### src/rtl/operand_fetch.sv
// operand_fetch: register-read / bypass stage between decode and execute.
//   Selects each source operand from zero, EX, MEM or WB bypass, or the
//   register file. Stalls on a load-use hazard against the EX stage and
//   registers the result into a one-entry valid/ready output slot.
// Ports:
//   clk, rst (sync active-high), flush
//   in_*        decode-side instruction (valid/ready handshake)
//   rf_rs*_*    combinational register file read port pair
//   ex/mem/wb_fwd_*  bypass sources, youngest first
//   out_*       execute-side instruction (valid/ready handshake)
//   stall_cnt   saturating count of load-use stall cycles

// One operand's source select. This is replicated per operand.
module operand_bypass #(
  parameter int XLEN = 64,
  parameter int RAW  = 5
) (
  input  logic [RAW-1:0]  rs,
  input  logic [XLEN-1:0] rf_data,
  input  logic            ex_valid,
  input  logic [RAW-1:0]  ex_rd,
  input  logic [XLEN-1:0] ex_data,
  input  logic            mem_valid,
  input  logic [RAW-1:0]  mem_rd,
  input  logic [XLEN-1:0] mem_data,
  input  logic            wb_valid,
  input  logic [RAW-1:0]  wb_rd,
  input  logic [XLEN-1:0] wb_data,
  output logic [XLEN-1:0] src,
  output logic            ex_hit
);
  logic mem_hit, wb_hit;

  assign ex_hit  = ex_valid  && (ex_rd  == rs) && (ex_rd  != '0);
  assign mem_hit = mem_valid && (mem_rd == rs) && (mem_rd != '0);
  // WB hit also covers the regfile write landing on this same edge.
  assign wb_hit  = wb_valid  && (wb_rd  == rs) && (wb_rd  != '0);

  always_comb begin
    src = rf_data;
    if (rs == '0)   src = '0;
    else if (ex_hit)  src = ex_data;
    else if (mem_hit) src = mem_data;
    else if (wb_hit)  src = wb_data;
  end
endmodule

module operand_fetch #(
  parameter int XLEN = 64,
  parameter int RAW  = 5
) (
  input  logic            clk,
  input  logic            rst,
  input  logic            flush,
  input  logic            in_valid,
  output logic            in_ready,
  input  logic [RAW-1:0]  in_rs1,
  input  logic [RAW-1:0]  in_rs2,
  input  logic [RAW-1:0]  in_rd,
  input  logic            in_rd_wen,
  input  logic            in_is_load,
  input  logic [XLEN-1:0] in_pc,
  output logic [RAW-1:0]  rf_rs1_addr,
  input  logic [XLEN-1:0] rf_rs1_data,
  output logic [RAW-1:0]  rf_rs2_addr,
  input  logic [XLEN-1:0] rf_rs2_data,
  input  logic            ex_fwd_valid,
  input  logic [RAW-1:0]  ex_fwd_rd,
  input  logic            ex_fwd_is_load,
  input  logic [XLEN-1:0] ex_fwd_data,
  input  logic            mem_fwd_valid,
  input  logic [RAW-1:0]  mem_fwd_rd,
  input  logic [XLEN-1:0] mem_fwd_data,
  input  logic            wb_fwd_valid,
  input  logic [RAW-1:0]  wb_fwd_rd,
  input  logic [XLEN-1:0] wb_fwd_data,
  output logic            out_valid,
  input  logic            out_ready,
  output logic [XLEN-1:0] out_src1,
  output logic [XLEN-1:0] out_src2,
  output logic [RAW-1:0]  out_rd,
  output logic            out_rd_wen,
  output logic            out_is_load,
  output logic [XLEN-1:0] out_pc,
  output logic [31:0]     stall_cnt
);
  localparam int NOPS = 2;

  logic [NOPS-1:0][RAW-1:0]  rs;
  logic [NOPS-1:0][XLEN-1:0] rf_data;
  logic [NOPS-1:0][XLEN-1:0] src;
  logic [NOPS-1:0]           ex_hit;
  logic                      hazard, capture;

  assign rf_rs1_addr = in_rs1;
  assign rf_rs2_addr = in_rs2;
  assign rs          = {in_rs2, in_rs1};
  assign rf_data     = {rf_rs2_data, rf_rs1_data};

  for (genvar i = 0; i < NOPS; i++) begin : g_op
    operand_bypass #(.XLEN(XLEN), .RAW(RAW)) u_byp (
      .rs       (rs[i]),
      .rf_data  (rf_data[i]),
      .ex_valid (ex_fwd_valid),
      .ex_rd    (ex_fwd_rd),
      .ex_data  (ex_fwd_data),
      .mem_valid(mem_fwd_valid),
      .mem_rd   (mem_fwd_rd),
      .mem_data (mem_fwd_data),
      .wb_valid (wb_fwd_valid),
      .wb_rd    (wb_fwd_rd),
      .wb_data  (wb_fwd_data),
      .src      (src[i]),
      .ex_hit   (ex_hit[i])
    );
  end

  // A load in EX has no data yet; hold the consumer until it reaches MEM.
  assign hazard   = in_valid && ex_fwd_is_load && (|ex_hit);
  assign in_ready = !flush && !hazard && (!out_valid || out_ready);
  assign capture  = in_valid && in_ready;

  always_ff @(posedge clk) begin
    if (rst) begin
      out_valid   <= 1'b0;
      out_src1    <= '0;
      out_src2    <= '0;
      out_rd      <= '0;
      out_rd_wen  <= 1'b0;
      out_is_load <= 1'b0;
      out_pc      <= '0;
      stall_cnt   <= '0;
    end else begin
      if (flush) begin
        out_valid <= 1'b0;
      end else if (capture) begin
        out_valid   <= 1'b1;
        out_src1    <= src[0];
        out_src2    <= src[1];
        out_rd      <= in_rd;
        out_rd_wen  <= in_rd_wen;
        out_is_load <= in_is_load;
        out_pc      <= in_pc;
      end else if (!out_valid || out_ready) begin
        out_valid <= 1'b0;
      end
      if (hazard && !flush && (stall_cnt != '1))
        stall_cnt <= stall_cnt + 32'd1;
    end
  end
endmodule
### config.mk
export PLATFORM = sky130hd
export DESIGN_NAME = operand_fetch
export DESIGN_NICKNAME = d
export VERILOG_FILES = /design/src/rtl/operand_fetch.sv
export SDC_FILE = /design/constraint.sdc
export NUM_CORES = 1
export LEC_CHECK = 0
export CAP_MARGIN = 5
export CORE_AREA = 2 2 258 260
export CTS_BUF_LIST = sky130_fd_sc_hd__clkbuf_8 sky130_fd_sc_hd__clkbuf_16
export DETAILED_ROUTE_END_ITERATION = 10
export DIE_AREA = 0 0 260 262
export DONT_BUFFER_PORTS = 1
export GPL_TIMING_DRIVEN = 0
export SLEW_MARGIN = 20
export SYNTH_ARGS = -nofsm -noshare
export SYNTH_HDL_FRONTEND = slang
export SYNTH_SLANG_ARGS = --single-unit
### constraint.sdc
create_clock -name clk -period 2.73 [get_ports clk]
set_clock_uncertainty 0.15 [all_clocks]
set_input_delay 0.273 -clock clk [delete_from_list [all_inputs] [get_ports clk]]
set_output_delay 0.273 -clock clk [all_outputs]
set_load 0.01 [all_outputs]
==> run metrics, run 1 <==
status=complete, but fails checks; violations in the final reports=negative hold slack; Comb pwr share=16.7%; Ys Warns=0; die width=260 um; slowest cell on the critical path=dfxtp_1; WHS=-0.007606 ns; hold crit path type=in -> reg; total congestion overflow=0; count of final max-slew check failures=0; Seq/Total Area, Yosys=36.40%; Post-synth ARST share=0%; Reg clk slew, reported paths=0.06 ns; Crit path arrival time=2.93 ns; setup violators final=0; Clk pwr share=43.7%; gpl congestion=0.9498; syn nets=1866; largest net degree at the start of global routing=16; Yosys reg bits=232; Avg Inst Size Synth=8.861 um^2; Final Net Count=2264; number of global-route vias before repair=15540; drt pass-1 iters=7; Layout area overhead=46.88%; num rows=94; CTS tree=done; dpl ws=-0.7796 ns; Critical Path RT=3.07 ns; root buffer cell=clkbuf_16; DRC=0; total CTS buffers=30; Slew Limit Headroom=40.06%; Tmin final=2.590 ns; global-route wire length before repair=112600 um; Sw Share=29.11%; register area=0.004646 mm^2; Max IR drop VDD=406.4 uV; H-Tree Depth=1; DR iter-0 viols=1325; ratio of cells with drive above 1 in the final layout=10.37%; Pwr Total=9.559 mW; P_sw=2.783 mW; CP Max Fanout=7; multi-input logic area=0.007441 mm^2; sequential power share=39.6%; Worst Path Class, Setup=reg -> reg; post-route setup slack=0.1404 ns; Layout Utilization=28.71%; crit end category=flop; Post-synth EDFFs=0; Post-synth top flop=dfxtp_1; Max Cap Viol=0; setup_tns=0 ns; Worst path top cell family by delay=simple AND/OR/NAND/NOR gates; slowest stage delay, CP=0.47 ns; Num Clock Sinks=232; slew of the pin with the lowest slew margin=0.8991 ns; GRT Total Usage=22.53%; Hold Vio Cnt, Final=1; Die Ht=262 um; per-cell routed wire length=29.98 um; leak pwr=6.319 nW; Synth cell types=45; number of routed nets with antenna violations=0; Initial Util=19.55%; pwr dens=510.1 mW/mm^2; routed wire length=82310 um; routed vias/inst=5.638; clock buffer depth=3; HPWL Detailed=62030 um; fmax=386.2 MHz; Fillers=6906; Cell Int Power=6.777 mW; Tcrit/Tclk final=94.86%; core area=0.06528 mm^2; CP Launch Type=flop; initial antenna violation count=26; Post-Syn Instances=1440; Worst-Skew Late Latency=0.60 ns; via count=15480; Buffers on Ports=0; Crit path buffers/inverters=0; io pins=668; Critical Path, Cell by Cell=ha_1 > nand2_1 > nor3_4 > nand2_2 > nor4_4 > and4_1 > mux2_2; Synth Cell Area=0.01276 mm^2; full die area=0.06812 mm^2
==> registers in the layout (all words and copies together) (netlist names) <==
name,cells
out_is_load,1
out_src2,64
out_rd,5
out_src1,64
stall_cnt,32
out_rd_wen,1
out_valid,1
out_pc,64
==> per-layer routing <==
layer  wire (um)  track usage (%)  part of all wire [%]
met4        3634            9.579                   4.4
met1       32130            27.11                    39
met3        8542            6.848                    10
met5         103                0                  0.13
met2       37900            37.18                    46
==> final timing paths <==
path | from | end | slack [ns] | depth (start not counted)
setup / recovery | stall_cnt[0] | stall_cnt[26] | 0.14 | 7
hold / removal | in_valid | out_pc[63] | -0.008 | 3
setup reg to reg | stall_cnt[0] | stall_cnt[26] | 0.14 | 7
hold reg to reg | out_src2[31] | out_src2[31] | 0.37 | 1
==> cells by family (layout without fill, tap and decap cells) <==
kind of cell / after synthesis / after routing / synth area share [%]
compound gates: 710 / 710 / 42.38
fa+ha+maj: 1 / 1 / 0.09804
buf+inv: 182 / 603 / 6.139
xor+xnor: 31 / 31 / 2.128
mux: 9 / 9 / 0.7943
flops: 232 / 232 / 36.40
simple gates: 275 / 275 / 12.06
other cells: 0 / 20 / 0
==> through the flow <==
step / instance area [um^2] / cells
floorplan: 12760 / 1440
detailed placement: 13970 / 2313
global placement: 13840 / 2304
finish: 18740 / 2745
CTS: 18640 / 2726
global route: 18720 / 2737
==> cell usage after synthesis (all sizes together) (16+ instances only) <==
library cell	instances	area share, %
buf	32	1.7
o2bb2ai	128	8.8
o21ai	205	8.0
and2	65	3.2
a2bb2oi	128	8.8
nor2	27	0.79
xor2	16	1.1
dfxtp	232	36
nand2	21	0.62
nand3	85	3.3
a221oi	128	11
a21oi	93	3.6
or4	18	1.1
clkbuf	141	4.1
==> layout make-up <==
cell class | count | area share (%)
clock buffers | 36 | 4.446
diodes | 20 | 0.2670
clock inverters | 19 | 0.9547
inverters | 9 | 0.1803
well taps | 864 | 5.768
multi-input cells | 1026 | 39.70
plain buffers | 171 | 4.293
flip-flops and latches | 232 | 24.79
repair buffers | 368 | 19.60
==> placed cells by master (no fill, tap or decap), drive strengths merged, types with 12 or more instances in the layout <==
master | Yosys | final
dlygate4sd3 | 0 | 358
dfxtp | 232 | 232
o21ai | 205 | 205
clkbuf | 141 | 173
o2bb2ai | 128 | 128
a2bb2oi | 128 | 128
a221oi | 128 | 128
a21oi | 93 | 93
nand3 | 85 | 85
and2 | 65 | 65
buf | 32 | 44
nor2 | 27 | 27
nand2 | 21 | 21
diode | 0 | 20
or4 | 18 | 18
inv | 9 | 17
xor2 | 16 | 16
xnor2 | 15 | 15
o31ai | 14 | 14
nand4 | 12 | 12
nor3 | 12 | 12
==> tightest hold or removal path, cell delays in order <==
cell	delay (ns)
nand2_2	0.14
o21ai_0	0.20
a21oi_1	0.07
==> timing repair <==
action / 4_1_cts / 5_1_grt
buffers inserted: 1 / 0
hold buffers: 358 / 0
hold endpoints to repair: 205 / 0
gates cloned: 0 / 0
resized for setup: 32 / 29
pin swaps: 1 / 1
setup endpoints to repair: 141 / 145
==> power groups by stage <==
stage               logic (mW)  clock network [mW]  registers, mW
CTS                       1.56                4.21           3.78
floorplan                0.743                   0           3.76
finish                    1.60                4.18           3.78
global route              1.69                4.34           3.79
global placement          1.02                   0           3.85
detailed placement        1.05                   0           3.85
(Power assumes the default switching activity.)
==> inputs of run 2 (changes only) <==
--- a/config.mk
+++ b/config.mk
@@ -5,11 +5,12 @@
 export SDC_FILE = /design/constraint.sdc
 export NUM_CORES = 1
 export LEC_CHECK = 0
+export ABC_AREA = 1
 export CAP_MARGIN = 5
-export CORE_AREA = 2 2 258 260
+export CORE_AREA = 2 2 262 264
 export CTS_BUF_LIST = sky130_fd_sc_hd__clkbuf_8 sky130_fd_sc_hd__clkbuf_16
 export DETAILED_ROUTE_END_ITERATION = 10
-export DIE_AREA = 0 0 260 262
+export DIE_AREA = 0 0 264 266
 export DONT_BUFFER_PORTS = 1
 export GPL_TIMING_DRIVEN = 0
 export SLEW_MARGIN = 20
==> run 2 against run 1 <==
Combinational power rose by 27%. Die area rose by 3.1%. The run now ends clean. Worst setup slack got worse by 0.034 ns. Largest cell class unchanged. Clock power fell by 4%. Sequential power rose by 1%. Synthesized cell count rose by 120%.
==> run metrics, run 2 <==
status=complete, no violations; per-cell routed wire length=20.64 um (-31%); Layout area overhead=30.97%; Pwr Total=9.842 mW (+3.0%); hold crit path type=in -> reg; routed vias/inst=4.744 (-16%); hold depth=8 (+5); Yosys reg bits=232 (unchanged); largest family of logic cells by synthesized area=simple AND/OR/NAND/NOR gates; Seq/Total Area, Yosys=27.81% (-8.6 points); total congestion overflow=0 (unchanged); H-Tree Depth=1 (unchanged); Initial Util=24.66% (+5.1 points); synth top area cells=dfxtp_1 28%, nand2_1 20%, inv_1 14%, nand3_1 14%, nor2_1 9.7%; slew of the pin with the lowest slew margin=0.8476 ns (-0.05155 ns); Slew Limit Headroom=43.49% (+3.4 points); CTS tree=done; DRC=0 (unchanged); routed wire length=89860 um (+9.2%); Critical Path RT=3.03 ns (-0.04 ns); post-synthesis simple-gate area fraction=44.90% (+33 points); synth cell count leaders=894 x nand2_1, 631 x inv_1, 466 x nand3_1; syn nets=3532 (+89%); global-route wire length before repair=127300 um (+13%); Reg clk slew, reported paths=0.06 ns (about the same); ratio of cells with drive above 1 in the final layout=5.490% (-4.9 points); Num Clock Sinks=232 (unchanged); most frequent cell after synthesis=nand2_1; total CTS buffers=30 (unchanged); pwr dens=449.9 mW/mm^2 (-12%); Synth cell types=25 (-44%); register area=0.004644 mm^2 (about the same); Buffers on Ports=0 (unchanged); slowest cell on the critical path=nand3_4; Synth Area in Compound Gates=5.423% (-37 points); Placed Instances=3988 (+72%); gpl congestion=0.9786 (+3.0%); fmax=381.1 MHz (-1.3%); DR iter-0 viols=1555 (+17%); Crit path arrival time=2.93 ns (about the same); leak pwr=11.87 nW (+88%); clock buffer depth=3 (unchanged); Hold Vio Cnt, Final=0 (-1); Synth area leader=dfxtp_1; Post-Syn Instances=3106 (+120%); commonest non-fill, non-tap cell in the layout=nand2_1; Post-Synth Adder-Cell Area=0.07491% (-0.023 points); Post-synth EDFFs=0 (unchanged); Max Cap Viol=0 (unchanged); crit end category=flop; number of global-route vias before repair=19700 (+27%); CP Launch Type=flop; Max IR drop VDD=440.3 uV (+8.3%); die width=264 um (+1.5%); root buffer cell=clkbuf_16; RSZ-0062 raised after global routing=no; cell mode on critical path=nor2_1; multi-input logic area=0.008758 mm^2 (+18%); Tmin final=2.624 ns (+0.03410 ns); GRT Total Usage=24.32% (+1.8 points); io pins=668 (unchanged); Avg Inst Size Synth=5.378 um^2 (-39%); Finished Layout Cells=4354 (+59%); drt pass-1 iters=8 (+1); biggest regs=out_pc (64), out_src1 (64), out_src2 (64); core area=0.06775 mm^2 (+3.8%); HPWL Detailed=67750 um (+9.2%); CP Max Fanout=11 (+4); num rows=96 (+2.1%); setup slack, reg-to-reg=0.11 ns (-0.03 ns); initial antenna violation count=21 (-19%); Layout Utilization=32.29% (+3.6 points); setup_tns=0 ns (unchanged); Post-synth top flop=dfxtp_1; mux cell area share after synthesis=0% (-0.79 points); Final Net Count=3867 (+71%); XOR/XNOR Fraction of Synth Area=1.888% (-0.24 points); Critical Path, Cell by Cell=inv_1 > nor2_1 > nor2_2 > nand3_4 > buf_6 > buf_2 > nand2_1 > inv_1 > nor2_1 > nor2_1; top-area cell type share of the netlist area=27.81% (-8.6 points); Synth Cell Area=0.01670 mm^2 (+31%); Worst Path Class, Setup=reg -> reg; Post-CTS Setup Bufs=0 (-1); Ys Warns=0 (unchanged); Fillers=7647 (+11%); Die Ht=266 um (+1.5%); setup violators final=0 (unchanged); Tcrit/Tclk final=96.11% (+1.2 points); count of final max-slew check failures=0 (unchanged); via count=20660 (+33%); most frequent cells in the layout=892 x nand2_1, 633 x inv_1, 466 x nand3_1, 432 x nor2_1, 303 x dlygate4sd3_1; full die area=0.07022 mm^2 (+3.1%); Worst-Skew Late Latency=0.59 ns (about the same); slowest stage delay, CP=0.43 ns (-0.04 ns); Post-synth ARST share=0% (unchanged); number of routed nets with antenna violations=0 (unchanged); largest net degree at the start of global routing=15 (-1); reg2reg path depth=10 (+3)
-- run 2: cell types whose count changed after synthesis, moves of 97 or more --
cell and change:
o21ai_0 -185, nor2_1 +406, buf_2 +97, a2bb2oi_1 -128, nand3_1 +381, nand2_1 +873, inv_1 +622, o2bb2ai_1 -128
-- run 2: critical path: cells and delay by family (launching register included) --
kind / cells / cell delay (ns)
AND/OR/NAND/NOR: 6 / 1.15
buffers and inverters: 4 / 0.74
flip-flops: 1 / 0.38
-- run 2: kinds of logic (layout without fill, tap and decap cells) --
family	after synthesis	after routing
other	0	11
flip-flops	232	232
buffers and inverters	834	1189
AO/OA/AOI/OAI	181	181
AND/OR/NAND/NOR	1822	1822
adder cells (fa/ha/maj)	1	1
XOR/XNOR	36	36
-- run 2: layout make-up --
cell class	instances	share of cell area, %
well taps	882	5.044
plain buffers	196	4.278
inverters	638	10.95
diodes	11	0.1258
clock buffers	38	3.986
repair buffers	303	13.86
clock inverters	14	0.4918
multi-input cells	2040	40.03
flip-flops and latches	232	21.23
-- run 2: worst paths after layout --
check,startpoint,end
max,out_valid,out_src1[3]
min,rf_rs2_data[63],out_src2[63]
max reg2reg,out_valid,out_src1[3]
min reg2reg,out_pc[0],out_pc[0]
-- run 2: what timing repair did --
item                       CTS  global route
hold endpoints to repair   199             0
pin swaps                    0             0
hold buffers               303             0
gates resized for setup      3             5
setup endpoints to repair  118            41
-- run 2: metal layers --
metal | vias to the layer above | routed length, um | GRT usage (%)
li1 | 9944 | - | -
met4 | 22 | 4736 | 11.00
met1 | 9291 | 33890 | 27.23
met2 | 1128 | 41550 | 41.49
met3 | 271 | 9544 | 8.530
met5 | - | 143 | 0
-- run 2: stage by stage --
step	hold WS, ns	instance area [um^2]	worst slack [ns]
after floorplan	0.2898	16700	0.7949
after global placement	0.3015	17810	-0.4018
after detailed placement	0.3023	17810	-0.3144
after CTS	0.001829	21840	0.04488
after global routing	0.05488	21860	0.02948
final	0.02234	21880	0.1063
-- run 2: power by group --
group	internal [mW]	total (mW)	switching [mW]	leakage (nW)
sequential	3.57	3.82	0.250	1.90
clock	2.32	4.00	1.67	0.489
combinational	0.793	2.03	1.24	9.49
total	6.68	9.84	3.16	11.9
==> inputs of run 3 (changes only) <==
==> constraint.sdc (replaced) <==
create_clock -name clk -period 2.73 [get_ports clk]
set_clock_uncertainty 0.15 [all_clocks]
set_input_delay 0.546 -clock clk [delete_from_list [all_inputs] [get_ports clk]]
set_output_delay 0.546 -clock clk [all_outputs]
set_load 0.01 [all_outputs]
==> run 3 against run 2 <==
Final cell count is 5.3% lower. Combinational power is 18% lower. Highest routed layer unchanged. Flip-flop and latch count stayed put. Maximum frequency is 2.0% lower. Via count is 6.3% lower. Final area is 11% lower. Power is 3.9% lower. Utilization is 3.4 points lower. Worst setup slack worse by 0.053 ns. Critical path type unchanged.
==> run metrics, run 3 (synthesized netlist as in run 2, its figures left out) <==
status=complete, no violations; gpl congestion=0.9786 (unchanged); die width=264 um (unchanged); hold crit path type=in -> reg; Tcrit/Tclk final=98.07% (+2.0 points); placed cell area=0.01781 mm^2 (unchanged); clock buffer depth=3 (unchanged); CP Launch Type=flop; root buffer cell=clkbuf_16; number of routed nets with antenna violations=0 (unchanged); Hold EP=out_pc[38]; Crit path arrival time=2.98 ns (+0.05 ns); Final Net Count=3635 (-6.0%); hold_sp=in_pc[38]; most frequent cells in the layout=894 x nand2_1, 633 x inv_1, 466 x nand3_1, 432 x nor2_1, 232 x dfxtp_1; RSZ-0062 raised after global routing=no; Critical Path, Cell by Cell=inv_1 > nor2_1 > nor2_2 > nand3_4 > buf_4 > buf_2 > o21ai_0 > a21oi_1; HPWL Detailed=67750 um (unchanged); per-cell routed wire length=21.04 um (+2.0%); Max Cap Viol=0 (unchanged); Fillers=7849 (+2.6%); GRT Total Usage=23.45% (-0.87 points); WHS=0.06059 ns (+0.03826 ns); reg2reg end=out_pc[47]; largest net degree at the start of global routing=15 (unchanged); biggest regs=out_pc (64), out_src1 (64), out_src2 (64); Buffers on Ports=0 (unchanged); ratio of cells with drive above 1 in the final layout=5.822% (+0.33 points); Layout area overhead=17.09%; total congestion overflow=0 (unchanged); drt pass-1 iters=7 (-1); global-route wire length before repair=121400 um (-4.6%); CP Max Fanout=11 (unchanged); Max IR drop VDD=435.3 uV (-1.1%); Die Ht=266 um (unchanged); Worst Path Class, Setup=reg -> reg; io pins=668 (unchanged); number of global-route vias before repair=18250 (-7.3%); initial antenna violation count=25 (+19%); register area=0.004644 mm^2 (unchanged); H-Tree Depth=1 (unchanged); Slew Limit Headroom=28.69% (-15 points); routed wire length=86780 um (-3.4%); via count=19360 (-6.3%); leak pwr=10.90 nW (-8.2%); fmax=373.5 MHz (-2.0%); DRC=0 (unchanged); RR Startpoint=out_valid; hold depth=2 (-6); multi-input logic area=0.008758 mm^2 (unchanged); Hold Vio Cnt, Final=0 (unchanged); Worst-Skew Late Latency=0.58 ns (about the same); setup violators final=0 (unchanged); crit end category=flop; slowest cell on the critical path=nor2_2; pwr dens=483.5 mW/mm^2 (+7.5%); Initial Util=24.66% (unchanged); CTS tree=done; num rows=96 (unchanged); total CTS buffers=30 (unchanged); slowest stage delay, CP=0.44 ns (about the same); commonest non-fill, non-tap cell in the layout=nand2_1; routed vias/inst=4.694 (-1.1%); Worst path top cell family by delay=simple AND/OR/NAND/NOR gates; Reg clk slew, reported paths=0.06 ns (about the same); count of final max-slew check failures=0 (unchanged); DR iter-0 viols=1416 (-8.9%); setup slack, reg-to-reg=0.05 ns (-0.05 ns); Crit path buffers/inverters=3 (-1); Num Clock Sinks=232 (unchanged); Critical Path RT=3.03 ns (about the same); reg2reg path depth=8 (-2); Tmin final=2.677 ns (+0.05347 ns); Design Area, Final=0.01956 mm^2 (-11%); full die area=0.07022 mm^2 (unchanged); slew of the pin with the lowest slew margin=1.070 ns (+0.2221 ns); core area=0.06775 mm^2 (unchanged)
-- run 3: worst max-delay path by stage --
| stage | start | end | slack, ns | cells past startpoint |
|---|---|---|---|---|
| after CTS | ex_fwd_rd[3] | in_ready | 0.11 | 9 |
| after global routing | out_valid | out_src1[7] | 0.03 | 10 |
| after detailed placement | wb_fwd_rd[0] | out_src1[44] | -0.43 | 13 |
| final | out_valid | out_pc[47] | 0.05 | 8 |
| after global placement | rst | out_src1[58] | -0.67 | 4 |
| after floorplan | ex_fwd_rd[4] | in_ready | 0.58 | 9 |
-- run 3: area by class of cell --
class / instances / area share, %
multi-input cells: 2040 / 44.78
diodes: 13 / 0.1663
plain buffers: 196 / 4.779
repair buffers: 71 / 3.634
clock inverters: 14 / 0.5502
clock buffers: 38 / 4.459
well taps: 882 / 5.642
flip-flops and latches: 232 / 23.75
inverters: 638 / 12.24
-- run 3: power by group --
part / leakage, nW / internal, mW / switching, mW
Sequential: 1.90 / 3.57 / 0.249
Clock: 0.489 / 2.32 / 1.66
Combinational: 8.51 / 0.512 / 1.15
-- run 3: what timing repair did --
| action | CTS | global route |
|---|---|---|
| hold buffers | 71 | 0 |
| endpoints found under the hold margin | 70 | 0 |
| pin swaps | 0 | 0 |
| setup buffers | 0 | 0 |
| setup endpoints to repair | 118 | 1 |
| gates resized for setup | 3 | 1 |
-- run 3: per-stage QoR --
stage	instances	total power [mW]	setup slack [ns]	TNS [ns]	utilization, %
2_1_floorplan	3106	4.851	0.5770	0	-
3_3_place_gp	3988	5.429	-0.6748	-68.17	26.29
3_5_place_dp	3988	5.438	-0.4331	-27.59	26.29
4_1_cts	4111	9.562	0.1053	0	28.82
5_1_grt	4117	9.870	0.03252	0	28.85
6_report	4124	9.457	0.05281	0	28.87
-- run 3: routing by layer --
layer	wire length, um	share of wire, %	track usage, %	up-vias
met4	3959	4.6	10.03	26
met1	32780	38	26.12	8706
met2	40540	47	40.17	929
li1	-	-	-	9489
met5	157	0.18	0	-
met3	9340	11	8.577	209
